[src/rtl/vga_sync_decoder.sv]
// vga_sync_decoder
// Receive-side VGA timing decoder. Watches hsync/vsync on the pixel clock,
// rebuilds the transmitter's pixel/line position, qualifies it with a lock
// state machine and reports any departure from the expected sync timing.
// h_ctr/v_ctr always describe the sample presented in the current cycle.

module vga_sync_decoder #(
    parameter int HD          = 640,
    parameter int HT          = 800,
    parameter int HSYNC_START = 656,
    parameter int HS          = 96,
    parameter int VD          = 480,
    parameter int VT          = 525,
    parameter int VSYNC_LINE  = 489,
    parameter int VSYNC_PIX   = 1,
    parameter int VS          = 2,
    parameter int LOCK_FRAMES = 2
) (
    input  logic       pclk,
    input  logic       reset,
    input  logic       hsync,
    input  logic       vsync,
    output logic [9:0] h_pos,
    output logic [9:0] v_pos,
    output logic       de,
    output logic       locked,
    output logic       frame_start,
    output logic       sync_err,
    output logic [7:0] err_cnt
);

    // Lock FSM encoding, kept as plain constants for legacy tool flows.
    localparam logic [1:0] SEARCH = 2'd0;
    localparam logic [1:0] H_SYNC = 2'd1;
    localparam logic [1:0] V_SYNC = 2'd2;
    localparam logic [1:0] LOCKED = 2'd3;

    // Timing landmarks expressed at counter width.
    localparam logic [9:0] H_LAST      = 10'(HT - 1);
    localparam logic [9:0] H_ACT       = 10'(HD);
    localparam logic [9:0] H_FALL      = 10'(HSYNC_START);
    localparam logic [9:0] H_LOAD      = 10'(HSYNC_START + 1);
    localparam logic [9:0] H_RISE      = 10'(HSYNC_START + HS);
    localparam logic [9:0] V_LAST      = 10'(VT - 1);
    localparam logic [9:0] V_ACT       = 10'(VD);
    localparam logic [9:0] V_FALL      = 10'(VSYNC_LINE);
    localparam logic [9:0] V_LOAD_WRAP = 10'(VSYNC_LINE + 1);
    localparam logic [9:0] V_RISE      = 10'(VSYNC_LINE + VS);
    localparam logic [9:0] V_PIX       = 10'(VSYNC_PIX);
    localparam logic [3:0] LOCK_TGT    = 4'(LOCK_FRAMES);

    logic       hs_q;
    logic       vs_q;
    logic       hfall;
    logic       hrise;
    logic       vfall;
    logic       vrise;
    logic [9:0] h_ctr;
    logic [9:0] v_ctr;
    logic       h_wrap;
    logic [1:0] state;
    logic [1:0] state_nxt;
    logic [3:0] good_cnt;
    logic [3:0] good_nxt;
    logic       h_chk;
    logic       v_chk;
    logic       h_err;
    logic       v_err;
    logic       any_err;
    logic       pos_valid;
    logic       in_active;

    // Previous-sample registers for sync edge detection (idle level is high).
    // NOTE: reset is synchronous here, so it lives inside the clocked branch
    // and pclk alone is in the sensitivity list.
    always_ff @(posedge pclk) begin
        if (reset) begin
            hs_q <= 1'b1;
            vs_q <= 1'b1;
        end else begin
            // NOTE: non-blocking assignments keep every register updating
            // from the same pre-edge values regardless of statement order.
            hs_q <= hsync;
            vs_q <= vsync;
        end
    end

    assign hfall  = hs_q & ~hsync;
    assign hrise  = ~hs_q & hsync;
    assign vfall  = vs_q & ~vsync;
    assign vrise  = ~vs_q & vsync;
    assign h_wrap = (h_ctr == H_LAST);

    // Pixel counter: free-runs across the line, realigned by each hsync fall.
    always_ff @(posedge pclk) begin
        if (reset) begin
            h_ctr <= 10'd0;
        end else if (hfall) begin
            h_ctr <= H_LOAD;
        end else if (h_wrap) begin
            h_ctr <= 10'd0;
        end else begin
            h_ctr <= h_ctr + 10'd1;
        end
    end

    // Line counter: steps on line wrap, realigned by each vsync fall. A fall
    // seen on the last pixel of a line belongs to the following line.
    always_ff @(posedge pclk) begin
        if (reset) begin
            v_ctr <= 10'd0;
        end else if (vfall) begin
            v_ctr <= h_wrap ? V_LOAD_WRAP : V_FALL;
        end else if (h_wrap) begin
            v_ctr <= (v_ctr == V_LAST) ? 10'd0 : v_ctr + 10'd1;
        end
    end

    // Timing checks: each sync edge must appear exactly where the counters
    // predict, and a predicted edge that does not appear is equally an error.
    always_comb begin
        h_chk   = (state != SEARCH);
        v_chk   = (state == V_SYNC) || (state == LOCKED);
        h_err   = h_chk && ((hfall != (h_ctr == H_FALL)) ||
                            (hrise != (h_ctr == H_RISE)));
        v_err   = v_chk && ((vfall != ((v_ctr == V_FALL) && (h_ctr == V_PIX))) ||
                            (vrise != ((v_ctr == V_RISE) && (h_ctr == V_PIX))));
        any_err = h_err | v_err;
    end

    // Lock FSM next-state and good-frame counting.
    always_comb begin
        // NOTE: defaults first so no path through the case leaves a variable
        // unassigned, which would otherwise infer a latch.
        state_nxt = state;
        good_nxt  = good_cnt;
        case (state)
            SEARCH: begin
                if (hfall) begin
                    state_nxt = H_SYNC;
                end
            end
            H_SYNC: begin
                if (any_err) begin
                    state_nxt = SEARCH;
                end else if (vfall) begin
                    state_nxt = V_SYNC;
                    good_nxt  = 4'd0;
                end
            end
            V_SYNC: begin
                if (any_err) begin
                    state_nxt = SEARCH;
                end else if (vfall) begin
                    good_nxt = good_cnt + 4'd1;
                    if (good_nxt == LOCK_TGT) begin
                        state_nxt = LOCKED;
                    end
                end
            end
            LOCKED: begin
                if (any_err) begin
                    state_nxt = SEARCH;
                end
            end
            default: begin
                state_nxt = SEARCH;
            end
        endcase
    end

    // Lock FSM state and good-frame counter registers.
    always_ff @(posedge pclk) begin
        if (reset) begin
            state    <= SEARCH;
            good_cnt <= 4'd0;
        end else begin
            state    <= state_nxt;
            good_cnt <= good_nxt;
        end
    end

    // Registered status: lock flag, frame marker, error pulse and tally.
    always_ff @(posedge pclk) begin
        if (reset) begin
            locked      <= 1'b0;
            frame_start <= 1'b0;
            sync_err    <= 1'b0;
            err_cnt     <= 8'd0;
        end else begin
            locked      <= (state_nxt == LOCKED);
            frame_start <= (state == LOCKED) && (h_ctr == 10'd0) && (v_ctr == 10'd0);
            sync_err    <= any_err;
            if (any_err && (err_cnt != 8'hFF)) begin
                err_cnt <= err_cnt + 8'd1;
            end
        end
    end

    // Position outputs: only meaningful once vertical alignment exists, and
    // only inside the active picture.
    always_comb begin
        pos_valid = (state == V_SYNC) || (state == LOCKED);
        in_active = (h_ctr < H_ACT) && (v_ctr < V_ACT);
        h_pos     = (pos_valid && in_active) ? h_ctr : 10'd0;
        v_pos     = (pos_valid && in_active) ? v_ctr : 10'd0;
        de        = locked && in_active;
    end

endmodule

[config.mk]
export PLATFORM = sky130hd
export DESIGN_NAME = vga_sync_decoder
export DESIGN_NICKNAME = d
export VERILOG_FILES = /design/src/rtl/vga_sync_decoder.sv
export SDC_FILE = /design/constraint.sdc
export NUM_CORES = 1
export LEC_CHECK = 0
export CORE_UTILIZATION = 58
export DETAILED_ROUTE_END_ITERATION = 8
export DONT_BUFFER_PORTS = 1
export GPL_ROUTABILITY_DRIVEN = 0
export GPL_TIMING_DRIVEN = 0
export MAX_ROUTING_LAYER = met4
export PLACE_DENSITY = 0.74
export SLEW_MARGIN = 20
export SYNTH_ARGS = -nofsm -noshare
export SYNTH_HDL_FRONTEND = slang
export SYNTH_SLANG_ARGS = --single-unit
[constraint.sdc]
create_clock -name pclk -period 3.4 [get_ports pclk]
set_clock_uncertainty 0.05 [all_clocks]
set_input_delay 0 -clock pclk [delete_from_list [all_inputs] [get_ports pclk]]
set_output_delay 0 -clock pclk [all_outputs]
set_load 0.02 [all_outputs]
==> flow_summary.toml, run 1 <==
[status]
status = "finished, final reports clean"

[floorplanning]
num_rows = 22
dieArea_um2 = 4250
core_um2 = 3740
start_util_pct = 61.8
die_w_um = 65.2
die_h_um = 65.2
io_pins = 36

[synth]
yosysTopAreaCellShare_pct = 33.7
synthFlopType = "dfxtp_1"
synth_edf_count = 0
synthDistinctLibCells = 52
synthArstFlopShare_pct = 0
ys_top_cells_by_area = "dfxtp_1 (34%), and3_1 (5.9%), ha_1 (4.9%), nor2_1 (4.7%), a21oi_1 (4.1%)"
syn-num-nets = 301
syn-cell-area_um2 = 2310
synth_warnings = 0
yosys.area.top_type = "dfxtp_1"
synth.avg_cell_area_um2 = 8.04
seq_area_frac_synth_pct = 33.7
syn-instance-count = 288
ys_ff_latch = 39

[clock_network]
cts_hold_buf = 2
cts_buffer_depth = 2
cts_root_buf = "clkbuf_8"
cts_max_level = 2
ctsResizeCount = 0
numClockSinks = 39
clk_latency_ns = 0.30
cts_tree = "done"
post_cts_buffers = 0
numCtsBuffers = 5
clk_pin_slew_ns = 0.08

[timing]
slew_headroom_pct = 57.8
fmax_ghz = 0.404
timing.final.crit_period_ns = 2.48
setup_violations = 0
rsz0062_at_grt = "no"
fin_setup_tns_ns = 0
drv_slew = 0
hold_viol_final = 0
worstMarginPinSlew_ns = 0.633
timing.final.crit_share_pct = 72.9

[pwr]
power_leakage_nw = 0.959
p_sw_share_pct = 27.0
switching_power_mw = 0.259
vdd_drop_max_v = 0.000220
p_seq_share_pct = 51.9
power_density_nw_per_um2 = 385
clkPwrFrac_pct = 36.8
combPwrFrac_pct = 11.4
internal-power_mw = 0.702

[grt]
grt_max_degree = 12
grt_overflow_total = 0
grt_first_pass_wirelength_mm = 9.05
antenna_found_initial = 0
grt_pass1_vias = 1939
track_usage_pct = 28.7

[final_layout]
layout-drive-gt1-share_pct = 8.05
stdcell_count = 346
antenna_cells = 0
fillers = 342
syn_to_final_growth_pct = 7.78
final_common_cell = "dfxtp_1"
nets = 310
mostFrequentLayoutCells = "dfxtp_1 (39), nor2_1 (29), and3_1 (22), a21oi_1 (19), nand2_1 (18)"

[drt]
post_drt_wl_per_cell_um = 15.7
via_per_inst = 6.16
drc = 0
ant_nets = 0
drt_wl_total_mm = 5.42
firstDrtPassIters = 4
via_count = 2132
dr.first_iter.drc_count = 97

[worst_setup_path]
reg2reg_slack_ns = 0.92
critPathKind = "flip-flop to flip-flop"
worstRegToRegCells = 9
cp_slowest_cell = "or3b_4"
critPathCaptureType = "flip-flop"
r2r-start = "h_ctr[0]"
crit_path_max_incr_delay_ns = 0.39
startpoint_type = "flip-flop"
worstPathMaxFanout = 10
critPathLaunch = "h_ctr[0]"
crit_required_ns = 3.58
r2r-end = "err_cnt[7]"
critPathCapture = "err_cnt[7]"
crit_chain = "inv_1 > ha_1 > or3b_4 > o311a_1 > nor3_2 > a22oi_2 > buf_6 > or3_1 > a21oi_1"
cp.arrival_ns = 2.65

[hold_path]
hold_path_class = "input pin to flip-flop"
hp-start = "reset"

[run]
maxCapViolations = 0

[place]
place.detailed.hpwl_mm = 3.82
place.port_buffers = 0
dp_cells = 336
-- power groups by stage --
stage          logic (mW)  clock network, mW  registers (mW)
5_1_grt             0.123              0.378           0.501
3_5_place_dp        0.107                  0           0.509
6_report            0.109              0.353           0.498
3_3_place_gp        0.105                  0           0.509
4_1_cts             0.109              0.357           0.498
2_1_floorplan      0.0862                  0           0.502
-- kinds of logic after synthesis --
| group | Yosys count | synth area share (%) |
|---|---|---|
| AO/OA/AOI/OAI | 55 | 15.7 |
| XOR/XNOR | 11 | 4.16 |
| adder cells (fa/ha/maj) | 9 | 4.86 |
| buffers and inverters | 24 | 4.76 |
| flip-flops | 39 | 33.7 |
| multiplexers | 3 | 1.35 |
| other | 1 | 0.162 |
| AND/OR/NAND/NOR | 146 | 35.2 |
-- flip-flops by register name (all words and copies together), names as in the netlist --
register,cells
err_cnt,8
v_ctr,10
hs_q,1
sync_err,1
vs_q,1
frame_start,1
good_cnt,4
state,2
h_ctr,10
locked,1
-- layout make-up --
class,instances,area (um^2),area share [%]
multi-input combinational,225,1420,57.1
sequential,39,781,31.3
clock buffer,8,100,4.01
buffer,17,83.8,3.36
tap,48,60.1,2.41
inverter,7,26.3,1.05
timing repair buffer,2,20.0,0.802
-- worst min path at each step --
| stage | endpoint | cells after the start | slack [ns] |
|---|---|---|---|
| 2_1_floorplan | hs_q | 1 | 0.06 |
| 3_3_place_gp | vs_q | 1 | 0.06 |
| 3_5_place_dp | vs_q | 1 | 0.06 |
| 4_1_cts | sync_err | 2 | 0.008 |
| 5_1_grt | sync_err | 2 | 0.02 |
| 6_report | sync_err | 2 | 0.007 |
-- per-layer routing --
layer / vias to the layer above / global-route usage, % / part of all wire [%]
li1: 1050 / - / -
met3: 12 / 5.38 / 4.9
met1: 1002 / 35.3 / 46
met2: 68 / 45.2 / 47
met4: 0 / 13.9 / 2.2
met5: - / - / 0
-- Yosys cell counts (2+ instances only) --
library cell	n
and4_1	3
a22oi_1	2
dfxtp_1	39
a21oi_1	19
or2_2	3
nand2b_1	8
buf_6	2
a211oi_1	3
o21ai_0	13
clkbuf_1	13
inv_1	7
or3_1	7
a21boi_0	2
nand3_1	14
nand4_1	6
xor2_1	6
nor2_1	29
nand4b_1	2
nor2b_1	5
nor4_1	2
and3_1	22
nand3b_1	4
and2_1	3
a31oi_1	3
a221oi_1	2
mux2i_1	2
ha_1	9
o311a_1	2
nor3_1	10
nor4bb_1	2
nor3_2	2
nand2_1	18
xnor2_1	5
-- per-stage QoR --
step	util [%]	setup WS [ns]	power [mW]	area [um^2]	hold slack, ns
finish	66.6	0.922	0.961	2490	0.00654
global route	66.6	0.781	1.00	2490	0.0170
CTS	66.6	0.918	0.964	2490	0.00753
detailed placement	63.4	0.925	0.616	2370	0.0598
global placement	63.4	0.964	0.614	2370	0.0578
floorplan	-	1.14	0.588	2310	0.0566
-- critical path: cells and delay by family, from the launching register on --
kind	cells	cell delay (ns)
fa+ha+maj	1	0.14
simple gates	3	0.91
flops	1	0.36
buf+inv	2	0.27
compound gates	3	0.69
Power figures use the tool's default switching activity.
==> inputs of run 2 (changes only) <==
--- a/config.mk
+++ b/config.mk
@@ -5,6 +5,7 @@
 export SDC_FILE = /design/constraint.sdc
 export NUM_CORES = 1
 export LEC_CHECK = 0
+export ABC_AREA = 1
 export CORE_UTILIZATION = 58
 export DETAILED_ROUTE_END_ITERATION = 8
 export DONT_BUFFER_PORTS = 1
==> constraint.sdc (replaced) <==
create_clock -name pclk -period 2.4 [get_ports pclk]
set_clock_uncertainty 0.05 [all_clocks]
set_input_delay 0 -clock pclk [delete_from_list [all_inputs] [get_ports pclk]]
set_output_delay 0 -clock pclk [all_outputs]
set_load 0.02 [all_outputs]
==> run 2 against run 1 <==
Highest routed layer unchanged. Largest cell class unchanged. Flip-flop and latch count unchanged. Combinational power up 69%. Synthesized cell count up 19%. Largest power group unchanged. Sequential power up 42%. Power up 51%. Critical path depth down 1. First-iteration DRC count up 12%.
==> flow_summary.toml, run 2 <==
[worst_setup_path]
critPathCaptureType = "output port"
worstRegToRegCells = 10
crit_required_ns = 2.35
worstPathMaxFanout = 10
cp.arrival_ns = 2.12
startpoint_type = "flip-flop"
critPathKind = "flip-flop to output port"

[pwr]
power.total_mw = 1.45
internal-power_mw = 1.05
p_sw_share_pct = 28.0
power_leakage_nw = 1.03
switching_power_mw = 0.407
p_seq_share_pct = 48.7
power_density_nw_per_um2 = 581
clkPwrFrac_pct = 38.6
vdd_drop_max_v = 0.000369
combPwrFrac_pct = 12.6

[timing]
timing.final.crit_share_pct = 90.6
timing.final.crit_period_ns = 2.17
hold_viol_final = 0
drv_slew = 0
setup_ws_ns = 0.225
holdWs_ns = 0.108
slew_headroom_pct = 63.7
setup_violations = 0
fin_setup_tns_ns = 0
worstMarginPinSlew_ns = 0.545
rsz0062_at_grt = "no"
fmax_ghz = 0.460

[floorplanning]
die_w_um = 65.1
start_util_pct = 61.7
io_pins = 36
dieArea_um2 = 4240
die_h_um = 65.1
num_rows = 22
core_um2 = 3740

[final_layout]
nets = 365
antenna_cells = 0
syn_to_final_growth_pct = 8.34
final_area_um2 = 2500
layout-drive-gt1-share_pct = 8.78
fillers = 344
final_common_cell = "nand2_1"
mostFrequentLayoutCells = "nand2_1 (63), nor2_1 (55), inv_1 (40), dfxtp_1 (39), nand3_1 (32)"
reg.largest.list = "h_ctr: 10 flops, v_ctr: 10 flops, err_cnt: 8 flops"

[synth]
yosys.area.top_type = "dfxtp_1"
synth_most_common_cell = "nand2_1"
yosysTopAreaCellShare_pct = 33.8
synthFlopType = "dfxtp_1"
ys_ff_latch = 39
ys_top_cells_by_count = "nand2_1 (63), nor2_1 (55), inv_1 (40)"
ys_top_cells_by_area = "dfxtp_1 (34%), nand2_1 (10%), nor2_1 (8.9%), nand3_1 (6.9%), inv_1 (6.5%)"
syn-num-nets = 356
syn-instance-count = 343
syn-cell-area_um2 = 2310
synth.avg_cell_area_um2 = 6.73
seq_area_frac_synth_pct = 33.8
synth_warnings = 0
synth_edf_count = 0
synthDistinctLibCells = 33
synthArstFlopShare_pct = 0

[grt]
track_usage_pct = 27.2
grt_pass1_vias = 1917
grt_first_pass_wirelength_mm = 8.61
antenna_found_initial = 0
grt_max_degree = 14
grt_overflow_total = 0

[clock_network]
cts_root_buf = "clkbuf_8"
cts_max_level = 2
cts_tree = "done"
clk_latency_ns = 0.30
clk_pin_slew_ns = 0.08
numClockSinks = 39
ctsResizeCount = 0
cts_hold_buf = 2
cts_buffer_depth = 2
numCtsBuffers = 5
post_cts_buffers = 0

[run]
maxCapViolations = 0

[hold_path]
min_path_cells = 2
hold_path_class = "input pin to flip-flop"

[drt]
dr.first_iter.drc_count = 109
drt_wl_total_mm = 5.15
via_count = 2176
drc = 0
firstDrtPassIters = 4
via_per_inst = 5.43
post_drt_wl_per_cell_um = 12.9
ant_nets = 0

[place]
placed_area_um2 = 2370
pre_cts_slack_ns = 0.404
place.port_buffers = 0
place.detailed.hpwl_mm = 3.77

[status]
status = "finished, final reports clean"
-- run 2: final cells by class --
class / count / area, um^2 / share of cell area [%]
plain buffers: 7 / 38.8 / 1.55
clock buffers: 5 / 68.8 / 2.75
clock inverters: 3 / 43.8 / 1.75
inverters: 45 / 169 / 6.75
multi-input cells: 252 / 1320 / 52.8
flip-flops and latches: 39 / 781 / 31.2
well taps: 48 / 60.1 / 2.40
repair buffers: 2 / 20.0 / 0.800
-- run 2: worst paths after layout --
path                 start       end  slack (ns)
setup reg to reg  h_ctr[0]  v_ctr[4]        0.35
hold / removal       reset  state[1]        0.11
setup / recovery  v_ctr[6]  v_pos[6]        0.23
hold reg to reg   v_ctr[8]  v_ctr[8]        0.46
-- run 2: power by group through the flow --
stage	logic [mW]	clock network, mW	registers (mW)
4_1_cts	0.183	0.567	0.708
3_5_place_dp	0.179	0	0.723
2_1_floorplan	0.143	0	0.716
5_1_grt	0.209	0.603	0.713
6_report	0.184	0.561	0.709
3_3_place_gp	0.176	0	0.722
-- run 2: through the flow --
stage	util, %	instances
after global routing	66.8	401
after global placement	63.3	391
final	66.8	401
after floorplan	-	343
after CTS	66.8	401
after detailed placement	63.3	391
-- run 2: cell families (layout without fill, tap and decap cells) --
kind of cell             after synthesis  in the layout  share of synthesized area [%]
XOR/XNOR                              17             17                           6.45
buffers and inverters                 52             62                           8.99
AND/OR/NAND/NOR                      184            184                           35.9
adder cells (fa/ha/maj)                9              9                           4.88
other                                  1              1                          0.162
flip-flops                            39             39                           33.8
AO/OA/AOI/OAI                         41             41                           9.81
-- run 2: per-layer routing --
layer,global-route usage (%),vias to the layer above,wire length [um]
met5,-,-,0
met4,7.07,0,51
met3,5.90,6,241
met2,42.7,42,2360
met1,35.5,1007,2500
li1,-,1121,-
-- run 2: worst max-delay path, cell delays in order, from the launching register on --
cell     delay [ns]
dfxtp_1        0.36
nand2_1        0.11
nor2_4         0.05
nand2_1        0.07
nand4_1        0.13
or2_2          0.30
buf_2          0.19
buf_1          0.24
nor2_1         0.37
